--- src/rtl/updown_round_sequencer.sv ---
// updown_round_sequencer
// Round controller for the up/down number-guessing game. Draws a secret
// from a free-running LFSR (or a fixed debug value), captures guesses on
// rising trigger edges, registers the comparator verdict as a hint, counts
// remaining tries and declares win or lose.
//
// Ports:
//   clk, reset        clock, asynchronous active-high reset
//   start             level; begins a round from IDLE/WIN/LOSE
//   guess_trigger     rising edge submits user_number
//   user_number       player's guess
//   fixed_secret_en   select fixed_secret instead of the LFSR
//   fixed_secret      debug secret
//   cmp_result        comparator verdict: 00 eq, 01 guess<secret, 10 guess>secret
//   secret_number     registered secret to the comparator
//   guess_number      registered guess to the comparator
//   hint              verdict code: none, go up, go down, or out-of-range guess
//   tries_left        remaining guesses
//   busy              high in GEN/EVAL/SHOW
//   win, game_over    round outcome flags
module updown_round_sequencer #(
    parameter int MAX_NUM       = 99,
    parameter int MAX_TRIES     = 7,
    parameter int REVEAL_CYCLES = 8
) (
    input  logic       clk,
    input  logic       reset,
    input  logic       start,
    input  logic       guess_trigger,
    input  logic [6:0] user_number,
    input  logic       fixed_secret_en,
    input  logic [6:0] fixed_secret,
    input  logic [1:0] cmp_result,
    output logic [6:0] secret_number,
    output logic [6:0] guess_number,
    output logic [1:0] hint,
    output logic [3:0] tries_left,
    output logic       busy,
    output logic       win,
    output logic       game_over
);
    localparam int CW = (REVEAL_CYCLES > 1) ? $clog2(REVEAL_CYCLES) : 1;
    localparam logic [6:0]    MAX_V   = 7'(MAX_NUM);
    localparam logic [3:0]    TRIES_V = 4'(MAX_TRIES);
    localparam logic [CW-1:0] CNT_V   = CW'(REVEAL_CYCLES - 1);

    typedef enum logic [2:0] {
        IDLE, GEN, WAIT_GUESS, EVAL, SHOW, WIN, LOSE
    } state_t;

    state_t        state_q, state_d;
    logic [6:0]    secret_q, secret_d;
    logic [6:0]    guess_q, guess_d;
    logic [1:0]    hint_q, hint_d;
    logic [3:0]    tries_q, tries_d;
    logic [CW-1:0] cnt_q, cnt_d;
    logic [6:0]    lfsr_q, lfsr_d;
    logic          trig_q;

    logic       trig_edge;
    logic [6:0] cand;
    logic [3:0] tries_dec;

    assign trig_edge = guess_trigger & ~trig_q;

    always_comb begin
        state_d   = state_q;
        secret_d  = secret_q;
        guess_d   = guess_q;
        hint_d    = hint_q;
        tries_d   = tries_q;
        cnt_d     = cnt_q;
        // x^7+x^6+1, free-running in every state
        lfsr_d    = {lfsr_q[5:0], lfsr_q[6] ^ lfsr_q[5]};
        cand      = fixed_secret_en ? fixed_secret : lfsr_q;
        tries_dec = tries_q - 4'd1;

        case (state_q)
            IDLE: if (start) state_d = GEN;
            GEN: begin
                // Out-of-range candidates retry; a bad fixed secret stalls here.
                if (cand != 7'd0 && cand <= MAX_V) begin
                    secret_d = cand;
                    tries_d  = TRIES_V;
                    hint_d   = 2'b00;
                    guess_d  = 7'd0;
                    state_d  = WAIT_GUESS;
                end
            end
            WAIT_GUESS: begin
                if (trig_edge) begin
                    if (user_number == 7'd0 || user_number > MAX_V) begin
                        hint_d  = 2'b11;
                        cnt_d   = CNT_V;
                        state_d = SHOW;
                    end else begin
                        guess_d = user_number;
                        state_d = EVAL;
                    end
                end
            end
            EVAL: begin
                // guess_number is now stable at the comparator
                tries_d = tries_dec;
                if (cmp_result == 2'b00) begin
                    hint_d  = 2'b00;
                    state_d = WIN;
                end else begin
                    hint_d = (cmp_result == 2'b01) ? 2'b01 : 2'b10;
                    if (tries_dec == 4'd0) begin
                        state_d = LOSE;
                    end else begin
                        cnt_d   = CNT_V;
                        state_d = SHOW;
                    end
                end
            end
            SHOW: begin
                if (cnt_q == '0) state_d = WAIT_GUESS;
                else             cnt_d   = cnt_q - 1'b1;
            end
            WIN, LOSE: if (start) state_d = GEN;
            default: state_d = IDLE;
        endcase
    end

    always_ff @(posedge clk or posedge reset) begin
        if (reset) begin
            state_q  <= IDLE;
            secret_q <= 7'd0;
            guess_q  <= 7'd0;
            hint_q   <= 2'b00;
            tries_q  <= 4'd0;
            cnt_q    <= '0;
            lfsr_q   <= 7'h5A;
            trig_q   <= 1'b0;
        end else begin
            state_q  <= state_d;
            secret_q <= secret_d;
            guess_q  <= guess_d;
            hint_q   <= hint_d;
            tries_q  <= tries_d;
            cnt_q    <= cnt_d;
            lfsr_q   <= lfsr_d;
            trig_q   <= guess_trigger;
        end
    end

    assign secret_number = secret_q;
    assign guess_number  = guess_q;
    assign hint          = hint_q;
    assign tries_left    = tries_q;
    assign busy          = (state_q == GEN) || (state_q == EVAL) || (state_q == SHOW);
    assign win           = (state_q == WIN);
    assign game_over     = (state_q == WIN) || (state_q == LOSE);
endmodule

--- config.mk ---
export PLATFORM = sky130hd
export DESIGN_NAME = updown_round_sequencer
export DESIGN_NICKNAME = d
export VERILOG_FILES = /design/src/rtl/updown_round_sequencer.sv
export SDC_FILE = /design/constraint.sdc
export NUM_CORES = 1
export LEC_CHECK = 0
export ABC_AREA = 1
export BUFFER_PORTS_ARGS = -buffer_cell sky130_fd_sc_hd__buf_2
export CAP_MARGIN = 40
export CORE_ASPECT_RATIO = 1.5
export CORE_MARGIN = 2
export CORE_UTILIZATION = 30
export DETAILED_ROUTE_END_ITERATION = 7
export PLACE_DENSITY = 0.47
export SLEW_MARGIN = 30
export SYNTH_ARGS = -nofsm -noshare
export SYNTH_HDL_FRONTEND = slang
export SYNTH_SLANG_ARGS = --single-unit
--- constraint.sdc ---
create_clock -name clk -period 1.95 [get_ports clk]
set_input_delay 0.0975 -clock clk [delete_from_list [all_inputs] [get_ports clk]]
set_output_delay 0.0975 -clock clk [all_outputs]
set_load 0.02 [all_outputs]
==> qor.csv, run 1 <==
stage;metric;value;unit
run_status;status;complete, no violations;
layout;final_area;2280;um^2
power;power_density;1370;nW/um^2
layout;antenna_cells;0;
die;dieHeight;101;um
placement;hpwl;3400;um
layout;mostFrequentLayoutCell;nand2_1;
setup_path;critPathLaunchType;flop;
timing;rsz0062_at_grt;no;
global_routing;track_usage;14.3;%
drt;dr.pass1.iters;4;
setup_path;critPathMaxFanout;15;
layout;syn_to_final_growth;22.6;%
timing;slew_headroom;70.1;%
clock_network;clk_latency;290;ps
synthesis;synthesis.nets;273;
layout;fin_util;37.5;%
layout;nets;324;
timing;slew_violations;0;
hold_path;min_path_type;input pin to flop;
timing;hold_viol;0;
synthesis;postSynthAreaPerCell;7.52;um^2
clock_network;cts_hold_buf;2;
drt;vias;1655;
setup_path;worstSetupPathType;flop to flop;
layout;fin_cells;374;
global_routing;gr-total-overflow;0;
synthesis;synth_top_cell_by_area;dfrtp_1;
drt;drt-total-wl;4320;um
clock_network;postCtsSetupRepairBufs;0;
synthesis;synthCells;248;
drt;wire_per_inst;11.6;um
synthesis;synth_top_area_share;40.3;%
drt;drtIter0Drc;51;
clock_network;cts_tree;done;
die;start_util;30.6;%
power;irDropWorstVdd;678;uV
clock_network;clk_pin_slew;70;ps
placement;gp_congestion;0.778;
global_routing;grt_pass1_vias;1655;
setup_path;critPathRequiredTime;2130;ps
clock_network;cts_buffers;5;
synthesis;yosysSeqAreaShare;45.9;%
drt;detail-route-antenna-nets;0;
clock_network;cts_sinks;34;
layout;multi_input_area;820;um^2
clock_network;post_cts_resized;0;
die;die_area;6870;um^2
setup_path;worst_ep_arrival_time;1850;ps
global_routing;grt_max_degree;35;
synthesis;synth.distinct_cells;24;
placement;port_buffers;43;
placement;place_area;2170;um^2
timing;hold_ws;156;ps
synthesis;ys_ff_latch;34;
layout;drive_gt1_share;25.3;%
clock_network;cts_root_buf;clkbuf_8;
layout;final_cell_mix;nand2_1, buf_2, inv_1;
die;design.core.area;6090;um^2
timing;fin_crit_sh;85.8;%
global_routing;antenna_found_initial;0;
drt;vias_per_cell;4.43;
clock_network;clockBufferDepth;2;
die;rows;35;
timing;setup_tns;0;ps
layout;regArea;856;um^2
timing;worst_pin_slew;449;ps
synthesis;netlist_area;1860;um^2
synthesis;yosys_warnings;0;
die;io_pins;44;
synthesis;synth_area_leaders;dfrtp_1, nand2_1, inv_1;
timing;skew;6.49;ps
drt;drcViolationCount;0;
timing;setup_viol;0;
flow_run;timing.max_cap.violations;0;
timing;fmax;598;MHz
setup_path;end_kind;flop;
layout;fillers;662;
global_routing;grt_first_pass_wirelength;7220;um
clock_network;cts_htree_levels;2;
power;leakage;1.30;nW
placement;dp_cells;364;
timing;layout_min_cycle_time;1670;ps
die;die_x;68.4;um
==> cell type report <==
class                           instances  area share [%]
Sequential cell                        34            37.5
Timing Repair Buffer                   48            11.3
Tap cell                               74            4.05
Clock buffer                            6            3.61
Multi-Input combinational cell        167            35.9
Inverter                               43            7.17
Clock inverter                          2           0.548
==> final timing paths <==
path                       cells after the start  slack [ps]                          end           startpoint
setup / recovery                              11         280  guess_number[0]$_DFFE_PP0P_  lfsr_q[3]$_DFF_PP1_
setup reg to reg                              11         280  guess_number[0]$_DFFE_PP0P_  lfsr_q[3]$_DFF_PP1_
min in group asynchronous                      4         450    tries_left[2]$_DFFE_PP0P_                reset
hold reg to reg                                0         370          lfsr_q[4]$_DFF_PP1_  lfsr_q[3]$_DFF_PP1_
max in group asynchronous                      4        1160          lfsr_q[4]$_DFF_PP1_                reset
hold / removal                                 5         160  guess_number[2]$_DFFE_PP0P_       user_number[2]
==> worst max-delay path, cell delays in order, from the launching register on <==
cell and delay [ps]:
dfstp_2 530, inv_1 40, nand2_1 60, nand2_1 80, nand2_1 70, nor2_1 40
nand2_1 80, nand2_1 70, nand2_2 230, nand3_2 210, nand2_1 100, nand2_1 50
==> routing by layer <==
metal,share of wire [%],track usage [%],vias up,wire (um)
li1,-,-,867,-
met1,39,14.1,739,1680
met2,54,27.0,42,2340
met3,4.9,2.46,7,212
met4,2.2,7.38,0,96
met5,0,0,-,0
==> cells by family (layout without fill, tap and decap cells) <==
group	after synthesis	in the layout	synth area share [%]
AOI/OAI and AO/OA	20	20	5.70
xor gates and xnor gates	2	2	0.940
DFF	34	34	45.9
and+or+nand+nor	141	141	34.6
adders and majority gates	4	4	2.68
buffers and inverters	47	99	10.1
==> registers in the layout, summed over array words and instances (netlist names) <==
signal         count
guess_number       7
hint               2
cnt_q              3
tries_left         4
state_q            3
trig_q             1
secret_number      7
lfsr_q             7
==> synth_stat cells, drive strengths merged <==
master / instances
nand2: 87
nand3: 12
nand3b: 1
inv: 43
a21oi: 7
nor2: 25
xor2: 2
dfstp: 4
o22ai: 1
buf: 4
nand4: 14
nor3: 2
o21a: 2
dfrtp: 30
ha: 4
o21ai: 10
==> metrics by stage <==
stage / setup slack [ps] / power [W]
after global routing: 96.1 / 0.00344
after floorplan: 525 / 0.00217
after global placement: 246 / 0.00263
after CTS: 242 / 0.00320
final: 277 / 0.00313
after detailed placement: 251 / 0.00262
==> power by group <==
part / switching [W] / leakage (nW) / internal (W) / total (W)
Combinational: 0.00101 / 0.842 / 0.000493 / 0.00150
Clock: 0.000265 / 0.0472 / 0.000284 / 0.000549
Sequential: 0.000160 / 0.415 / 0.000920 / 0.00108
Total: 0.00144 / 1.30 / 0.00170 / 0.00313
Note: power is estimated with default switching activity, not from simulation.
==> inputs of run 2 (changes only) <==
--- a/config.mk
+++ b/config.mk
@@ -12,7 +12,7 @@
 export CORE_MARGIN = 2
 export CORE_UTILIZATION = 30
 export DETAILED_ROUTE_END_ITERATION = 7
-export PLACE_DENSITY = 0.47
+export PLACE_DENSITY = 0.48
 export SLEW_MARGIN = 30
 export SYNTH_ARGS = -nofsm -noshare
 export SYNTH_HDL_FRONTEND = slang
==> constraint.sdc (replaced) <==
create_clock -name clk -period 1.5 [get_ports clk]
set_input_delay 0.075 -clock clk [delete_from_list [all_inputs] [get_ports clk]]
set_output_delay 0.075 -clock clk [all_outputs]
set_load 0.02 [all_outputs]
==> qor.csv, run 2 (same netlist as run 1, synthesis figures left out) <==
stage;metric;value;unit
timing;layout_min_cycle_time;1460;ps
drt;routed.top_layer;met4;
placement;place_area;2350;um^2
die;start_util;30.6;%
clock_network;clk_pin_slew;70;ps
clock_network;cts_sinks;34;
hold_path;min_path_type;input pin to flop;
layout;syn_to_final_growth;42.5;%
placement;port_buffers;43;
clock_network;clk_latency;290;ps
setup_path;crit_buf_inv;1;
clock_network;clockBufferDepth;2;
layout;final_area;2660;um^2
setup_path;critPathMaxFanout;7;
setup_path;cp_cell_sequence;inv_2, nand2_2, nand2_2, nand2_1, nor2_1, nand2_1, nand2_2, nand2_4, nand3_4, nand2_1, nand2_1;
drt;wl_met1;1850;um
layout;antenna_cells;0;
global_routing;grt_first_pass_wirelength;7450;um
setup_path;worst_ep_arrival_time;1640;ps
placement;dp_cells;386;
flow_run;timing.max_cap.violations;0;
die;io_pins;44;
die;die_area;6870;um^2
timing;skew;7.11;ps
timing;slew_violations;0;
drt;wl_met2;2460;um
layout;mostFrequentLayoutCell;nand2_1;
layout;fin_cells;406;
timing;fmax;687;MHz
drt;dr.pass1.iters;4;
timing;slew_headroom;69.8;%
drt;drt-total-wl;4590;um
setup_path;end_kind;flop;
global_routing;grt_max_degree;35;
die;die_x;68.4;um
drt;vias;1813;
layout;final_cell_mix;nand2_1, buf_2, inv_1;
die;rows;35;
setup_path;crit_slowest_cell;dfstp_2;
power;power_density;1780;nW/um^2
global_routing;track_usage;14.6;%
power;leakage;1.49;nW
timing;rsz0062_at_grt;yes;
drt;vias_per_cell;4.47;
placement;hpwl;3450;um
run_status;status;complete, no violations;
setup_path;max_stage_delay;540;ps
power;power;0.00472;W
clock_network;cts_root_buf;clkbuf_8;
timing;hold_viol;0;
die;design.core.area;6090;um^2
global_routing;gr-total-overflow;0;
setup_path;cp_top_family;simple AND/OR/NAND/NOR gates;
setup_path;worstSetupPathType;flop to flop;
timing;fin_crit_sh;97.0;%
placement;gp_congestion;0.802;
timing;setup_viol;0;
global_routing;grt_pass1_vias;1716;
drt;drtIter0Drc;55;
die;dieHeight;101;um
layout;drive_gt1_share;41.6;%
setup_path;critPathLaunchType;flop;
timing;hold_ws;131;ps
clock_network;cts_tree;done;
setup_path;critPathRequiredTime;1680;ps
drt;drcViolationCount;0;
drt;wire_per_inst;11.3;um
drt;detail-route-antenna-nets;0;
layout;nets;356;
clock_network;cts_htree_levels;2;
clock_network;cts_buffers;5;
timing;worst_pin_slew;453;ps
global_routing;antenna_found_initial;0;
timing;setup_tns;0;ps
setup_path;cp_common_cell;nand2_1;
drt;route.met3.wl;187;um
power;irDropWorstVdd;780;uV
-- run 2: cell count changes in the layout (fill, tap and decap cells not counted), moves of 2 or more --
cell,previous run,this run
nand2_2,2,18
inv_1,39,34
nor2_4,3,6
a21oi_1,7,3
nand2_1,85,67
buf_4,3,32
nor2_2,5,2
buf_6,0,2
nand2_4,0,2
nand3_4,0,2
a21oi_2,0,4
inv_2,3,8
nand3_1,8,6
-- run 2: path summary, 6_finish.rpt --
check / startpoint / to / slack [ps] / depth (start not counted)
max in group asynchronous: reset / lfsr_q[6]$_DFF_PP1_ / 730 / 4
min in group asynchronous: reset / tries_left[1]$_DFFE_PP0P_ / 430 / 4
max reg2reg: lfsr_q[3]$_DFF_PP1_ / guess_number[1]$_DFFE_PP0P_ / 40 / 11
min: user_number[3] / guess_number[3]$_DFFE_PP0P_ / 130 / 5
max: lfsr_q[3]$_DFF_PP1_ / guess_number[1]$_DFFE_PP0P_ / 40 / 11
min reg2reg: lfsr_q[3]$_DFF_PP1_ / lfsr_q[4]$_DFF_PP1_ / 370 / 0
-- run 2: final cells by class --
| class | count | area (um^2) |
|---|---|---|
| Timing Repair Buffer | 80 | 518 |
| Tap cell | 74 | 92.6 |
| Clock inverter | 1 | 5.00 |
| Clock buffer | 7 | 86.3 |
| Inverter | 43 | 164 |
| Sequential cell | 34 | 857 |
| Fill cell | 631 | 3430 |
| Multi-Input combinational cell | 167 | 933 |
-- run 2: layer usage --
layer	global-route usage, %	vias up
met1	15.2	830
li1	-	933
met4	7.23	0
met3	3.02	7
met2	26.5	43
met5	0	-
-- run 2: metrics by stage --
stage / util, % / setup slack [ps]
2_1_floorplan: - / 74.8
3_3_place_gp: 38.6 / -19.3
3_5_place_dp: 38.6 / -33.4
4_1_cts: 40.6 / 2.37
5_1_grt: 43.6 / -51.3
6_report: 43.6 / 44.3
-- run 2: power breakdown --
part	total (W)	switching (W)	internal, W
Clock	0.000707	0.000337	0.000370
Combinational	0.00262	0.00157	0.00106
Sequential	0.00139	0.000190	0.00120
Total	0.00472	0.00209	0.00263
-- run 2: timing repair --
item	in CTS	in global routing
resized for setup	3	37
endpoints found under the hold margin	31	0
pin swaps	0	22
hold buffers	2	0
setup endpoints to repair	9	26
buffers inserted	0	10
gates cloned	0	0
-- run 2: worst min-delay path: stages --
cell	delay, ps
buf_2	110
inv_1	40
nor2_1	40
nand4_1	70
nand2_1	50
